File: src/rtl/yrv_mem_arbiter.sv
// rtl/yrv_mem_arbiter.sv - two-master (CPU/DMA) round-robin arbiter for the YRV memory port
// Grant is a registered state; slave-side request and master-side responses are muxed from it.

module yrv_mem_arbiter #(
  parameter int MAX_BURST = 4
) (
  input  logic        clk,
  input  logic        resetb,
  input  logic [1:0]  c_trans,
  input  logic        c_lock,
  input  logic        c_write,
  input  logic [3:0]  c_ble,
  input  logic [31:0] c_addr,
  input  logic [31:0] c_wdata,
  output logic        c_ready,
  output logic [31:0] c_rdata,
  input  logic [1:0]  d_trans,
  input  logic        d_lock,
  input  logic        d_write,
  input  logic [3:0]  d_ble,
  input  logic [31:0] d_addr,
  input  logic [31:0] d_wdata,
  output logic        d_ready,
  output logic [31:0] d_rdata,
  output logic [1:0]  s_trans,
  output logic        s_lock,
  output logic        s_write,
  output logic [3:0]  s_ble,
  output logic [31:0] s_addr,
  output logic [31:0] s_wdata,
  input  logic        s_ready,
  input  logic [31:0] s_rdata,
  output logic        gnt_cpu,
  output logic        gnt_dma
);

  typedef enum logic [1:0] {IDLE, GNT_C, GNT_D} state_t;

  localparam logic [4:0] MAX_B = 5'(MAX_BURST);

  state_t     state_q, state_d;
  logic       last_dma_q, last_dma_d;
  logic [3:0] burst_q, burst_d;

  logic       c_req, d_req;
  logic       own_req, own_lock, oth_req, done, burst_full;
  logic [3:0] burst_inc;
  state_t     own_st, oth_st;

  always_ff @(posedge clk or negedge resetb) begin
    if (!resetb) begin
      state_q    <= IDLE;
      last_dma_q <= 1'b1;
      burst_q    <= 4'd0;
    end else begin
      state_q    <= state_d;
      last_dma_q <= last_dma_d;
      burst_q    <= burst_d;
    end
  end

  assign c_req      = |c_trans;
  assign d_req      = |d_trans;
  assign burst_inc  = (burst_q == 4'd15) ? 4'd15 : burst_q + 4'd1;
  assign burst_full = ({1'b0, burst_q} + 5'd1) >= MAX_B;

  always_comb begin
    own_req  = 1'b0;
    own_lock = 1'b0;
    oth_req  = 1'b0;
    own_st   = state_q;
    oth_st   = IDLE;
    if (state_q == GNT_C) begin
      own_req  = c_req;
      own_lock = c_lock;
      oth_req  = d_req;
      oth_st   = GNT_D;
    end else if (state_q == GNT_D) begin
      own_req  = d_req;
      own_lock = d_lock;
      oth_req  = c_req;
      oth_st   = GNT_C;
    end
  end

  // A transfer completes only when the slave answers a live request of the granted master
  assign done = (state_q != IDLE) && s_ready && own_req;

  always_comb begin
    state_d    = state_q;
    last_dma_d = last_dma_q;
    burst_d    = burst_q;
    case (state_q)
      IDLE: begin
        burst_d = 4'd0;
        if (c_req && d_req) state_d = last_dma_q ? GNT_C : GNT_D;
        else if (c_req)     state_d = GNT_C;
        else if (d_req)     state_d = GNT_D;
      end
      GNT_C, GNT_D: begin
        if (done) begin
          last_dma_d = (state_q == GNT_D);
          if (own_lock) begin
            burst_d = burst_inc;
          end else if (oth_req && burst_full) begin
            state_d = oth_st;
            burst_d = 4'd0;
          end else if (own_req && !burst_full) begin
            burst_d = burst_inc;
          end else if (oth_req) begin
            state_d = oth_st;
            burst_d = 4'd0;
          end else begin
            state_d = IDLE;
            burst_d = 4'd0;
          end
        end else if (!own_req && !own_lock) begin
          state_d = IDLE;
          burst_d = 4'd0;
        end
      end
      default: begin
        state_d = IDLE;
        burst_d = 4'd0;
      end
    endcase
  end

  always_comb begin
    s_trans = 2'b00;
    s_lock  = 1'b0;
    s_write = 1'b0;
    s_ble   = 4'h0;
    s_addr  = 32'h0;
    s_wdata = 32'h0;
    c_ready = 1'b0;
    c_rdata = 32'h0;
    d_ready = 1'b0;
    d_rdata = 32'h0;
    if (state_q == GNT_C) begin
      s_trans = c_trans;
      s_lock  = c_lock;
      s_write = c_write;
      s_ble   = c_ble;
      s_addr  = c_addr;
      s_wdata = c_wdata;
      c_ready = s_ready && c_req;
      c_rdata = s_rdata;
    end else if (state_q == GNT_D) begin
      s_trans = d_trans;
      s_lock  = d_lock;
      s_write = d_write;
      s_ble   = d_ble;
      s_addr  = d_addr;
      s_wdata = d_wdata;
      d_ready = s_ready && d_req;
      d_rdata = s_rdata;
    end
  end

  assign gnt_cpu = (state_q == GNT_C);
  assign gnt_dma = (state_q == GNT_D);

endmodule

File: config.mk
export PLATFORM = sky130hd
export DESIGN_NAME = yrv_mem_arbiter
export DESIGN_NICKNAME = d
export VERILOG_FILES = /design/src/rtl/yrv_mem_arbiter.sv
export SDC_FILE = /design/constraint.sdc
export NUM_CORES = 1
export LEC_CHECK = 0
export BUFFER_PORTS_ARGS = -buffer_cell sky130_fd_sc_hd__buf_4
export CAP_MARGIN = 20
export CORE_AREA = 2 2 123 125
export CTS_BUF_LIST = sky130_fd_sc_hd__clkbuf_4
export CTS_CLUSTER_SIZE = 20
export DETAILED_ROUTE_END_ITERATION = 7
export DIE_AREA = 0 0 125 127
export PLACE_DENSITY = 0.58
export SLEW_MARGIN = 40
export SYNTH_ARGS = -nofsm -noshare
export SYNTH_HDL_FRONTEND = slang
export SYNTH_SLANG_ARGS = --single-unit
File: constraint.sdc
create_clock -name clk -period 1.7 [get_ports clk]
set_input_delay 0.34 -clock clk [delete_from_list [all_inputs] [get_ports clk]]
set_output_delay 0.34 -clock clk [all_outputs]
set_load 0.02 [all_outputs]
# Yosys cells after proc, flatten, opt, wreduce, memory -nomap -nowiden
# Cells that the tools add are included.
# W data, S select, Z words.
dict set report word_totals {
  inputBits 179
  ff_bits 7
  wordCells 73
  out_inout_bits 140
}
dict set report classes {
  order_cmp 1
  eq_ne 7
  n_addsub 2
  mux 42
  reduce_logical 18
}
# op n
set op_table {}
lappend op_table {{$mux W32} 7}
lappend op_table {{$mux W4} 9}
lappend op_table {{$mux W2} 13}
lappend op_table {{$mux W1} 12}
lappend op_table {{$logic_and A1 B1 Y1} 8}
lappend op_table {{$ne A4 B4 Y1 const B} 2}
lappend op_table {{$ne A3 B3 Y1 const B} 2}
lappend op_table {{$reduce_or A2 Y1} 3}
lappend op_table {{$add A4 B1 Y5 const B} 1}
lappend op_table {{$ge A5 B3 Y1 const B} 1}
lappend op_table {{$add A4 B1 Y4 const B} 1}
lappend op_table {{$eq A4 B4 Y1 const B} 1}
lappend op_table {{$pmux W2 S2} 1}
lappend op_table {{$reduce_and A4 Y1} 1}
lappend op_table {{$logic_not A1 Y1} 3}
lappend op_table {{$eq A2 B1 Y1 const B} 1}
lappend op_table {{$eq A2 B2 Y1 const B} 1}
lappend op_table {{$logic_not A2 Y1} 1}
lappend op_table {{$reduce_and A2 Y1} 1}
lappend op_table {{$reduce_bool A2 Y1} 1}

# Logic depth before layout (Yosys ltp)
# Gate-level depths: netlist of run 1.
dict set report logic_depth {
  word_depth 9
  mapped_depth 8
  ltp_nobuf 7
}

# Worst setup path after synthesis of run 1
# No wires, ideal clock.
dict set report synth_path {
  kind {register to output}
  startpoint {register state_q[0], in the netlist own_st[0]}
  endpoint {output s_addr[15]}
  slack_ps -684
  path_stages_with_launch 8
  path_buffers 3
  arrival_time_ps 2044
  required_ps 1360
  path_cell_list {dfrtp_1 -> inv_1 -> ha_1 -> buf_2 -> clkbuf_1 -> buf_1 -> nand2_1 -> o21ai_0}
}
dict set report synth_between {
  elab_chain_len 3
  elab_cells_between_ends 4
  classes_between {2 x eq/ne; 2 x mux}
}
# element line_no
set synth_rtl {}
lappend synth_rtl {{start: declaration} 41} ;# state_t state_q, state_d;
lappend synth_rtl {{start signal: assignment} 56} ;# state_q <= state_d;
lappend synth_rtl {{$eq A2 B2 Y1} --}
lappend synth_rtl {{net gnt_dma} 34} ;# output logic gnt_dma
lappend synth_rtl {{$mux W32} 149} ;# end else if (state_q == GNT_D) begin
lappend synth_rtl {{$mux W32} 140} ;# if (state_q == GNT_C) begin
lappend synth_rtl {{end: declaration} 29} ;# output logic [31:0] s_addr,
# The timed path passes the listed nets, and every way through them passes these cells.

# Final worst setup path of run 1
dict set report layout_path {
  startpoint {register state_q[1], in the netlist own_st[1]}
  endpoint {output d_ready}
}
dict set report layout_between {
  elab_chain_len 3
  elab_cells_between_ends 4
  classes_between {2 x eq/ne; 2 x mux}
}
# element line_no
set layout_rtl {}
lappend layout_rtl {{$eq A2 B2 Y1} 149}
lappend layout_rtl {{$mux W1} 149}
lappend layout_rtl {{$mux W1 (*)} 140}
lappend layout_rtl {{end: declaration} 23} ;# output logic d_ready,
# Every way passes the cells marked *; elsewhere a longest branch is shown, timed or not.

==> results of run 1 <==
-- logic make-up (layout without fill, tap and decap cells) --
group,after synthesis,after routing,synth area share
buf+inv,37,402,0.07076
flops,7,7,0.08829
simple gates,222,223,0.5210
mux,3,3,0.01816
compound gates,92,92,0.2642
fa+ha+maj,6,6,0.03757
-- synthesized netlist by cell type, types with 2 or more instances --
library cell  instances
nand2_1             140
o21ai_0              69
and2_1               65
clkbuf_1             27
dfrtp_1               6
ha_1                  6
inv_1                 6
nor2_1                6
a21oi_1               4
a22o_1                4
a31oi_1               2
buf_1                 2
buf_2                 2
nand3_1               2
o22ai_1               2
-- timing repair --
action                                  4_1_cts  5_1_grt
resized for setup                           146      107
setup buffers                                11        9
gates cloned                                 11       11
pin swaps                                    18       50
endpoints found under the setup margin      144      147
endpoints found under the hold margin         6        0
hold buffers                                  1        0
-- worst min-delay path by stage --
stage	startpoint	to	slack (ns)	depth (start not counted)
floorplan	resetb	burst_q[0]$_DFFE_PN0P_	0.04	0
global placement	resetb	burst_q[1]$_DFFE_PN0P_	0.16	1
detailed placement	resetb	burst_q[0]$_DFFE_PN0P_	0.16	1
CTS	resetb	burst_q[0]$_DFFE_PN0P_	0.43	2
global route	resetb	burst_q[1]$_DFFE_PN0P_	0.42	2
finish	resetb	burst_q[1]$_DFFE_PN0P_	0.44	2
-- per-layer routing --
layer / up-vias / global-route usage / wire length, um
met4: 0 / 0.02026 / 187
met1: 1837 / 0.1933 / 5773
met3: 23 / 0.02722 / 891
met5: - / 0 / 0
met2: 200 / 0.2973 / 8048
li1: 1952 / - / -
-- area by class of cell --
cell class,count,area share
inverters,6,0.003300
well taps,184,0.03374
multi-input cells,324,0.3706
flip-flops and latches,7,0.02585
repair buffers,392,0.5622
clock buffers,4,0.004400
-- stage by stage --
stage	hold WS, ns	power (mW)
2_1_floorplan	0.04441	4.630
3_3_place_gp	0.1614	7.361
3_5_place_dp	0.1648	7.350
4_1_cts	0.4280	9.305
5_1_grt	0.4225	10.88
6_report	0.4407	10.33
-- state kept, by name, summed over array words and instances, names as in the netlist --
signal	cells
last_dma_q	1
burst_q	4
own_st	2
-- where the power goes --
group          leakage [nW]  internal (mW)  switching, mW
sequential           0.0917          0.208         0.0314
clock                0.0184          0.106         0.0671
combinational          3.26           5.15           4.77
-- critical path, cell delays in order (launching register included) --
cell,delay (ns)
dfrtp_1,0.39
inv_2,0.07
ha_4,0.19
and2b_4,0.36
buf_12,0.15
and3_4,0.18
buf_6,0.11
==> flow_metrics.py, run 1 <==
metrics = {
    "outcome": {
        "status": "finished, violations left",
        "violations": "negative setup slack",
    },
    "place": {
        "dpl.hpwl_um": 10530,
        "io_buffers": 318,
        "routabilityCongestion": 0.8251,
        "dp_worst_setup_slack_ns": -0.1702,
        "dpl-instance-area_um2": 5345,
        "placed_cells": 879,
    },
    "finish": {
        "regArea_um2": 176.4,
        "layout.nets": 919,
        "stdcell_area_um2": 6824,
        "multiInputGateArea_um2": 2529,
        "finalNonFillerCells": 917,
        "diodes": 0,
        "area_growth_pct": 241.5,
        "drive_gt1_frac": 0.8117,
        "n_fill_cell": 1373,
        "most-common-layout-cells": "buf_4, buf_6, nand2_1",
        "final_common_cell": "buf_4",
        "postLayoutCoreUtil": 0.4731,
    },
    "clocking": {
        "cts-htree-levels": 1,
        "cts.clk_slew.worst_paths_ns": 0.06,
        "tritoncts": "done",
        "max-clock-path-buffers": 2,
        "cts_buffers": 3,
        "cts.sinks": 7,
        "cts-root-buf": "clkbuf_4",
        "clock_latency_ns": 0.25,
    },
    "sta": {
        "period_needed_ns": 2.048,
        "final.setup.worst_slack_ns": -0.3480,
        "slew_headroom": 0.7630,
        "fin_crit_sh": 1.205,
        "skew_ns": 0.003127,
        "setup_viol": 146,
        "rsz0062_at_grt": "yes",
        "finalSetupTns_ns": -34.27,
        "worstMarginPinSlew_ns": 0.3466,
        "finalHoldViolCount": 0,
        "finalMaxSlewViolations": 0,
        "clock.fmax_mhz": 488.3,
    },
    "die": {
        "initial_utilization": 0.1385,
        "rows": 44,
        "coreArea_um2": 14420,
        "ios": 319,
        "die-height_um": 127,
        "design.die.area_um2": 15880,
        "fp.dieW_um": 125,
    },
    "global_routing": {
        "grt_pass1_vias": 3760,
        "track_usage": 0.1581,
        "grt_max_degree": 38,
        "antenna_found_initial": 0,
        "grt_pass1_wl_um": 20470,
        "grt_overflow": 0,
    },
    "pwr": {
        "power.density_nw_per_um2": 1514,
        "ir_drop_mv": 0.6466,
        "p_leak_nw": 3.374,
    },
    "synthesis": {
        "yosys-top-cells-area": "nand2_1, and2_1, o21ai_0",
        "synth_seq_cells": 7,
        "yosysSeqAreaShare": 0.08829,
        "syn-mean-instance-area_um2": 5.445,
        "ys.flop_type": "dfrtp_1",
        "ys_async_sr_fraction": 1.000,
        "synth_edf_count": 0,
        "syn_inst": 367,
        "ys_warn_count": 0,
        "yosys.area.top_type": "nand2_1",
        "netlist_area_um2": 1998,
        "synth_nets": 552,
        "ys_types": 39,
        "synth_top_area_share": 0.2630,
    },
    "route": {
        "wire_per_inst_um": 16.25,
        "drtAntennaViolNets": 0,
        "viasPerCell": 4.375,
        "dr.pass1.iters": 4,
        "vias": 4012,
        "wirelength_um": 14900,
        "drc_errors": 0,
        "drt_iter0_drc": 144,
    },
    "setup_path": {
        "r2r_start": "own_st[1]$_DFFE_PN0P_",
        "setup.worst_path.start_class": "register",
        "worstSetupEndpointType": "output pin",
        "startpoint": "own_st[1]$_DFFE_PN0P_",
        "cp_max_fo": 6,
        "ff2ff_setup_slack_ns": -0.31,
        "cp.arrival_ns": 1.71,
        "crit_required_ns": 1.36,
        "critPathCapture": "d_ready",
        "worstReg2RegEnd": "own_st[0]$_DFFE_PN0P_",
        "reg2reg_depth": 7,
        "path_class": "register to output pin",
    },
    "worst_hold_path": {
        "hp-class": "input port to asynchronous set/reset pin",
    },
    "job": {
        "maxCapViolCount": 0,
    },
}
Note: power is estimated with default switching activity, not from simulation.
==> inputs of run 2 (changes only) <==
--- a/config.mk
+++ b/config.mk
@@ -12,7 +12,7 @@
 export CTS_CLUSTER_SIZE = 20
 export DETAILED_ROUTE_END_ITERATION = 7
 export DIE_AREA = 0 0 125 127
-export PLACE_DENSITY = 0.58
+export PLACE_DENSITY = 0.56
 export SLEW_MARGIN = 40
 export SYNTH_ARGS = -nofsm -noshare
 export SYNTH_HDL_FRONTEND = slang
==> constraint.sdc (replaced) <==
create_clock -name clk -period 2.4 [get_ports clk]
set_input_delay 0.48 -clock clk [delete_from_list [all_inputs] [get_ports clk]]
set_output_delay 0.48 -clock clk [all_outputs]
set_load 0.02 [all_outputs]
==> flow_metrics.py, run 2 (synthesis gave the netlist of run 1 again) <==
metrics = {
    "setup_path": {
        "crit_required_ns": 1.92,
        "setup.worst_path.start_class": "register",
        "crit_family": "buffers and inverters",
        "critPathMaxStageDelay_ns": 0.41,
        "path_buf_inv": 3,
        "critPathSlowestCell": "dfrtp_1",
        "path_class": "register to output pin",
        "cp_cell_sequence": "inv_1 -> ha_4 -> and2b_4 -> buf_12 -> a22o_1 -> buf_4",
        "cp.arrival_ns": 1.78,
        "worstSetupEndpointType": "output pin",
        "cp_max_fo": 36,
    },
    "clocking": {
        "max-clock-path-buffers": 2,
        "clock_latency_ns": 0.25,
        "cts-htree-levels": 1,
        "cts_hold_buf": 0,
        "cts-root-buf": "clkbuf_4",
        "cts.sinks": 7,
        "cts.clk_slew.worst_paths_ns": 0.05,
        "cts-resized-gates": 0,
        "cts_buffers": 3,
        "tritoncts": "done",
        "cts_setup_buffers": 0,
    },
    "pwr": {
        "finalPower_mw": 4.517,
        "ir_drop_mv": 0.3764,
        "p_leak_nw": 2.410,
        "power.density_nw_per_um2": 963.3,
    },
    "route": {
        "viasPerCell": 4.107,
        "drtAntennaViolNets": 0,
        "drc_errors": 0,
        "wire_per_inst_um": 14.23,
        "drt_iter0_drc": 153,
        "vias": 3495,
        "dr.pass1.iters": 4,
        "wirelength_um": 12110,
    },
    "sta": {
        "period_needed_ns": 2.262,
        "skew_ns": 0.0007999,
        "rsz0062_at_grt": "no",
        "finalHoldViolCount": 0,
        "setup_viol": 0,
        "finalSetupTns_ns": 0,
        "slew_headroom": 0.6889,
        "clock.fmax_mhz": 442.0,
        "finalMaxSlewViolations": 0,
        "final.setup.worst_slack_ns": 0.1378,
        "worstMarginPinSlew_ns": 0.4549,
        "fin_crit_sh": 0.9426,
    },
    "die": {
        "fp.dieW_um": 125,
        "coreArea_um2": 14420,
        "die-height_um": 127,
        "design.die.area_um2": 15880,
        "rows": 44,
        "ios": 319,
        "initial_utilization": 0.1385,
    },
    "finish": {
        "largest_register_ffs": 4,
        "most-common-layout-cells": "buf_4, nand2_1, and2_1",
        "top_register": "burst_q",
        "layout.nets": 853,
        "drive_gt1_frac": 0.5157,
        "final_common_cell": "buf_4",
        "finalNonFillerCells": 851,
        "diodes": 0,
        "area_growth_pct": 134.7,
    },
    "global_routing": {
        "grt_pass1_vias": 3190,
        "grt_max_degree": 75,
        "grt_overflow": 0,
        "grt_pass1_wl_um": 17460,
        "antenna_found_initial": 0,
        "track_usage": 0.1337,
    },
    "place": {
        "io_buffers": 318,
        "placed_cells": 846,
        "dp_worst_setup_slack_ns": 0.3319,
        "dpl.hpwl_um": 9931,
        "routabilityCongestion": 0.7796,
    },
    "outcome": {
        "status": "finished clean",
    },
    "worst_hold_path": {
        "hp-class": "input port to asynchronous set/reset pin",
    },
    "job": {
        "maxCapViolCount": 0,
    },
}
-- run 2: changes by cell type in the layout (fill, tap and decap cells not counted), moves of 5 or more --
cell / previous run / this run
buf_6: 116 / 0
buf_4: 243 / 322
and2_1: 4 / 65
and2_4: 61 / 1
o21ai_2: 55 / 0
o21ai_0: 1 / 49
nand2_1: 99 / 140
nand2_2: 22 / 0
o21ai_1: 0 / 20
nand2_4: 19 / 0
o21ai_4: 13 / 0
buf_12: 16 / 4
buf_16: 6 / 0
clkbuf_16: 6 / 1
-- run 2: area by class of cell --
class	count	area [um^2]
Tap cell	184	230.2
Multi-Input combinational cell	323	1708
Clock buffer	4	30.03
Sequential cell	7	176.4
Timing Repair Buffer	327	2522
Fill cell	1607	9734
Inverter	6	22.52
-- run 2: worst paths after layout --
| path | cells after the start | from | slack [ns] | end |
|---|---|---|---|---|
| worst max-delay path | 6 | own_st[1]$_DFFE_PN0P_ | 0.14 | s_wdata[31] |
| worst max register to register | 7 | own_st[1]$_DFFE_PN0P_ | 0.37 | own_st[0]$_DFFE_PN0P_ |
| max in group asynchronous | 1 | resetb | 2.16 | last_dma_q$_DFFE_PN1P_ |
| worst min-delay path | 1 | resetb | 0.03 | own_st[0]$_DFFE_PN0P_ |
| worst min register to register | 2 | burst_q[1]$_DFFE_PN0P_ | 0.62 | burst_q[1]$_DFFE_PN0P_ |
| min in group clk | 2 | burst_q[1]$_DFFE_PN0P_ | 0.62 | burst_q[1]$_DFFE_PN0P_ |
-- run 2: power by group --
part	switching [mW]	internal [mW]
registers	0.0284	0.148
clock network	0.0433	0.0747
logic	2.42	1.80
total	2.49	2.02
-- run 2: per-stage QoR --
step | utilization | hold WS, ns | instance area, um^2
after global placement | 0.3206 | 0.2995 | 4624
after CTS | 0.3227 | 0.02575 | 4654
after detailed placement | 0.3206 | 0.2996 | 4624
after floorplan | - | 0.1844 | 2001
after global routing | 0.3251 | 0.02383 | 4690
final | 0.3251 | 0.03437 | 4690
-- run 2: metal layers --
metal	track usage	wire (um)	vias to the layer above
li1	-	-	1797
met1	0.1725	5113	1501
met2	0.2436	5977	189
met3	0.01884	918	8
met4	0.01699	101	0
met5	0	0	-
-- run 2: worst register-to-register path, delay by kind of cell (launching register included) --
family / cells / cell delay, ns
AOI/OAI and AO/OA: 2 / 0.45
DFF: 1 / 0.41
adders and majority gates: 1 / 0.29
muxes: 1 / 0.31
buffers and inverters: 1 / 0.15
and+or+nand+nor: 2 / 0.30
==> inputs of run 3 (changes only) <==
--- a/config.mk
+++ b/config.mk
@@ -12,7 +12,8 @@
 export CTS_CLUSTER_SIZE = 20
 export DETAILED_ROUTE_END_ITERATION = 7
 export DIE_AREA = 0 0 125 127
-export PLACE_DENSITY = 0.56
+export GPL_TIMING_DRIVEN = 1
+export PLACE_DENSITY = 0.58
 export SLEW_MARGIN = 40
 export SYNTH_ARGS = -nofsm -noshare
 export SYNTH_HDL_FRONTEND = slang
==> constraint.sdc (replaced) <==
create_clock -name clk -period 1.9 [get_ports clk]
set_input_delay 0.38 -clock clk [delete_from_list [all_inputs] [get_ports clk]]
set_output_delay 0.38 -clock clk [all_outputs]
set_load 0.02 [all_outputs]
==> flow_metrics.py, run 3 (synthesis gave the netlist of run 1 again) <==
metrics = {
    "outcome": {
        "status": "finished, violations left",
        "violations": "negative setup slack",
    },
    "setup_path": {
        "path_class": "register to output pin",
        "worstSetupEndpointType": "output pin",
        "crit_family": "buffers and inverters",
        "critPathMaxStageDelay_ns": 0.39,
        "path_buf_inv": 3,
        "setup.worst_path.start_class": "register",
        "cp_cell_sequence": "buf_6 -> ha_4 -> and2b_4 -> buf_12 -> and2_2 -> buf_4",
        "cp.arrival_ns": 1.69,
        "cp_max_fo": 37,
        "critPathSlowestCell": "dfrtp_1",
        "crit_required_ns": 1.52,
    },
    "die": {
        "coreArea_um2": 14420,
        "die-height_um": 127,
        "initial_utilization": 0.1385,
        "fp.dieW_um": 125,
        "ios": 319,
        "design.die.area_um2": 15880,
        "rows": 44,
    },
    "finish": {
        "final_common_cell": "buf_4",
        "most-common-layout-cells": "buf_4, nand2_1, buf_6",
        "layout.nets": 890,
        "largest_register_ffs": 4,
        "top_register": "burst_q",
        "diodes": 0,
        "stdcell_area_um2": 6270,
        "drive_gt1_frac": 0.7713,
        "area_growth_pct": 213.8,
    },
    "route": {
        "vias": 3821,
        "wire_per_inst_um": 15.67,
        "drt_iter0_drc": 107,
        "wirelength_um": 13910,
        "drc_errors": 0,
        "dr.pass1.iters": 4,
        "viasPerCell": 4.303,
        "drtAntennaViolNets": 0,
    },
    "sta": {
        "slew_headroom": 0.7419,
        "period_needed_ns": 2.067,
        "clock.fmax_mhz": 483.7,
        "rsz0062_at_grt": "yes",
        "finalMaxSlewViolations": 0,
        "final.setup.worst_slack_ns": -0.1673,
        "setup_viol": 108,
        "fin_crit_sh": 1.088,
        "worstMarginPinSlew_ns": 0.3774,
        "whs_ns": 0.4792,
        "skew_ns": 0.004579,
        "finalHoldViolCount": 0,
    },
    "job": {
        "maxCapViolCount": 0,
    },
    "global_routing": {
        "antenna_found_initial": 0,
        "grt_overflow": 0,
        "grt_util_met2": 0.2807,
        "grtUsageMet3": 0.02513,
        "gr-usage-met1": 0.1698,
        "grt_pass1_wl_um": 18880,
        "top_usage_layer": "met2",
        "grt_max_degree": 38,
        "grt_pass1_vias": 3611,
        "track_usage": 0.1433,
    },
    "clocking": {
        "cts.clk_slew.worst_paths_ns": 0.06,
        "clock_latency_ns": 0.25,
        "max-clock-path-buffers": 2,
        "cts-root-buf": "clkbuf_4",
        "tritoncts": "done",
        "cts-htree-levels": 1,
        "cts.sinks": 7,
        "cts_buffers": 3,
    },
    "worst_hold_path": {
        "hp-class": "input port to asynchronous set/reset pin",
    },
    "pwr": {
        "seqPwrFrac": 0.025,
        "power.density_nw_per_um2": 1336,
        "power.switching_mw": 4.149,
        "p_leak_nw": 3.207,
        "swShare": 0.4953,
        "clockPowerShare": 0.018,
        "pwr-share-comb": 0.956,
        "p_int_mw": 4.227,
        "ir_drop_mv": 0.6434,
    },
    "place": {
        "dpl-instance-area_um2": 5012,
        "dpl.hpwl_um": 9215,
        "io_buffers": 318,
        "routabilityCongestion": 0.7587,
    },
}
[run 3: what timing repair did]
action,4_1_cts,5_1_grt
pin swaps,6,66
cloned,7,6
endpoints found under the hold margin,6,0
buffers inserted,6,6
hold buffers,1,0
gates resized for setup,90,128
setup endpoints to repair,137,141
[run 3: per-stage QoR]
stage | cells | power [mW] | setup slack (ns) | utilization | TNS [ns]
final | 888 | 8.377 | -0.1673 | 0.4347 | -10.45
after global routing | 888 | 8.873 | -0.2530 | 0.4347 | -21.63
after CTS | 876 | 7.285 | -0.1602 | 0.3890 | -8.664
after detailed placement | 858 | 6.031 | 0.04708 | 0.3475 | 0
after global placement | 858 | 6.034 | 0.05790 | 0.3475 | 0
after floorplan | 367 | 3.640 | -0.04191 | - | -1.531
[run 3: worst reg2reg max path: cells and delay by family (launching register included)]
family / cells / cell delay, ns
flops: 1 / 0.43
buf+inv: 3 / 0.35
fa+ha+maj: 1 / 0.21
compound gates: 1 / 0.13
simple gates: 3 / 0.71
[run 3: path summary, 6_finish.rpt]
| check | from | endpoint | slack [ns] | depth (start not counted) |
|---|---|---|---|---|
| worst max-delay path | own_st[1]$_DFFE_PN0P_ | d_rdata[26] | -0.17 | 6 |
| worst min register to register | last_dma_q$_DFFE_PN1P_ | last_dma_q$_DFFE_PN1P_ | 0.62 | 1 |
| max in group asynchronous | resetb | last_dma_q$_DFFE_PN1P_ | 1.21 | 2 |
| worst min-delay path | resetb | burst_q[0]$_DFFE_PN0P_ | 0.48 | 2 |
| worst max register to register | own_st[0]$_DFFE_PN0P_ | burst_q[3]$_DFFE_PN0P_ | 0.01 | 8 |
| min in group clk | last_dma_q$_DFFE_PN1P_ | last_dma_q$_DFFE_PN1P_ | 0.62 | 1 |
[run 3: routing by layer]
metal / vias to the layer above / routed length, um
met4: 0 / 64
met5: - / 0
li1: 1887 / -
met2: 176 / 7555
met3: 6 / 894
met1: 1752 / 5397
[run 3: power by group through the flow]
stage	Sequential, mW	Combinational [mW]	Clock [mW]
after floorplan	0.219	3.42	0
after global routing	0.217	8.49	0.170
final	0.212	8.01	0.155
after CTS	0.212	6.91	0.161
after detailed placement	0.211	5.82	0
after global placement	0.210	5.82	0
[run 3: layout make-up]
cell class | count | area [um^2]
clock buffer | 4 | 30.03
tap | 184 | 230.2
fill | 1458 | 8154
timing repair buffer | 364 | 3450
sequential | 7 | 176.4
multi-input combinational | 323 | 2361
inverter | 6 | 22.52
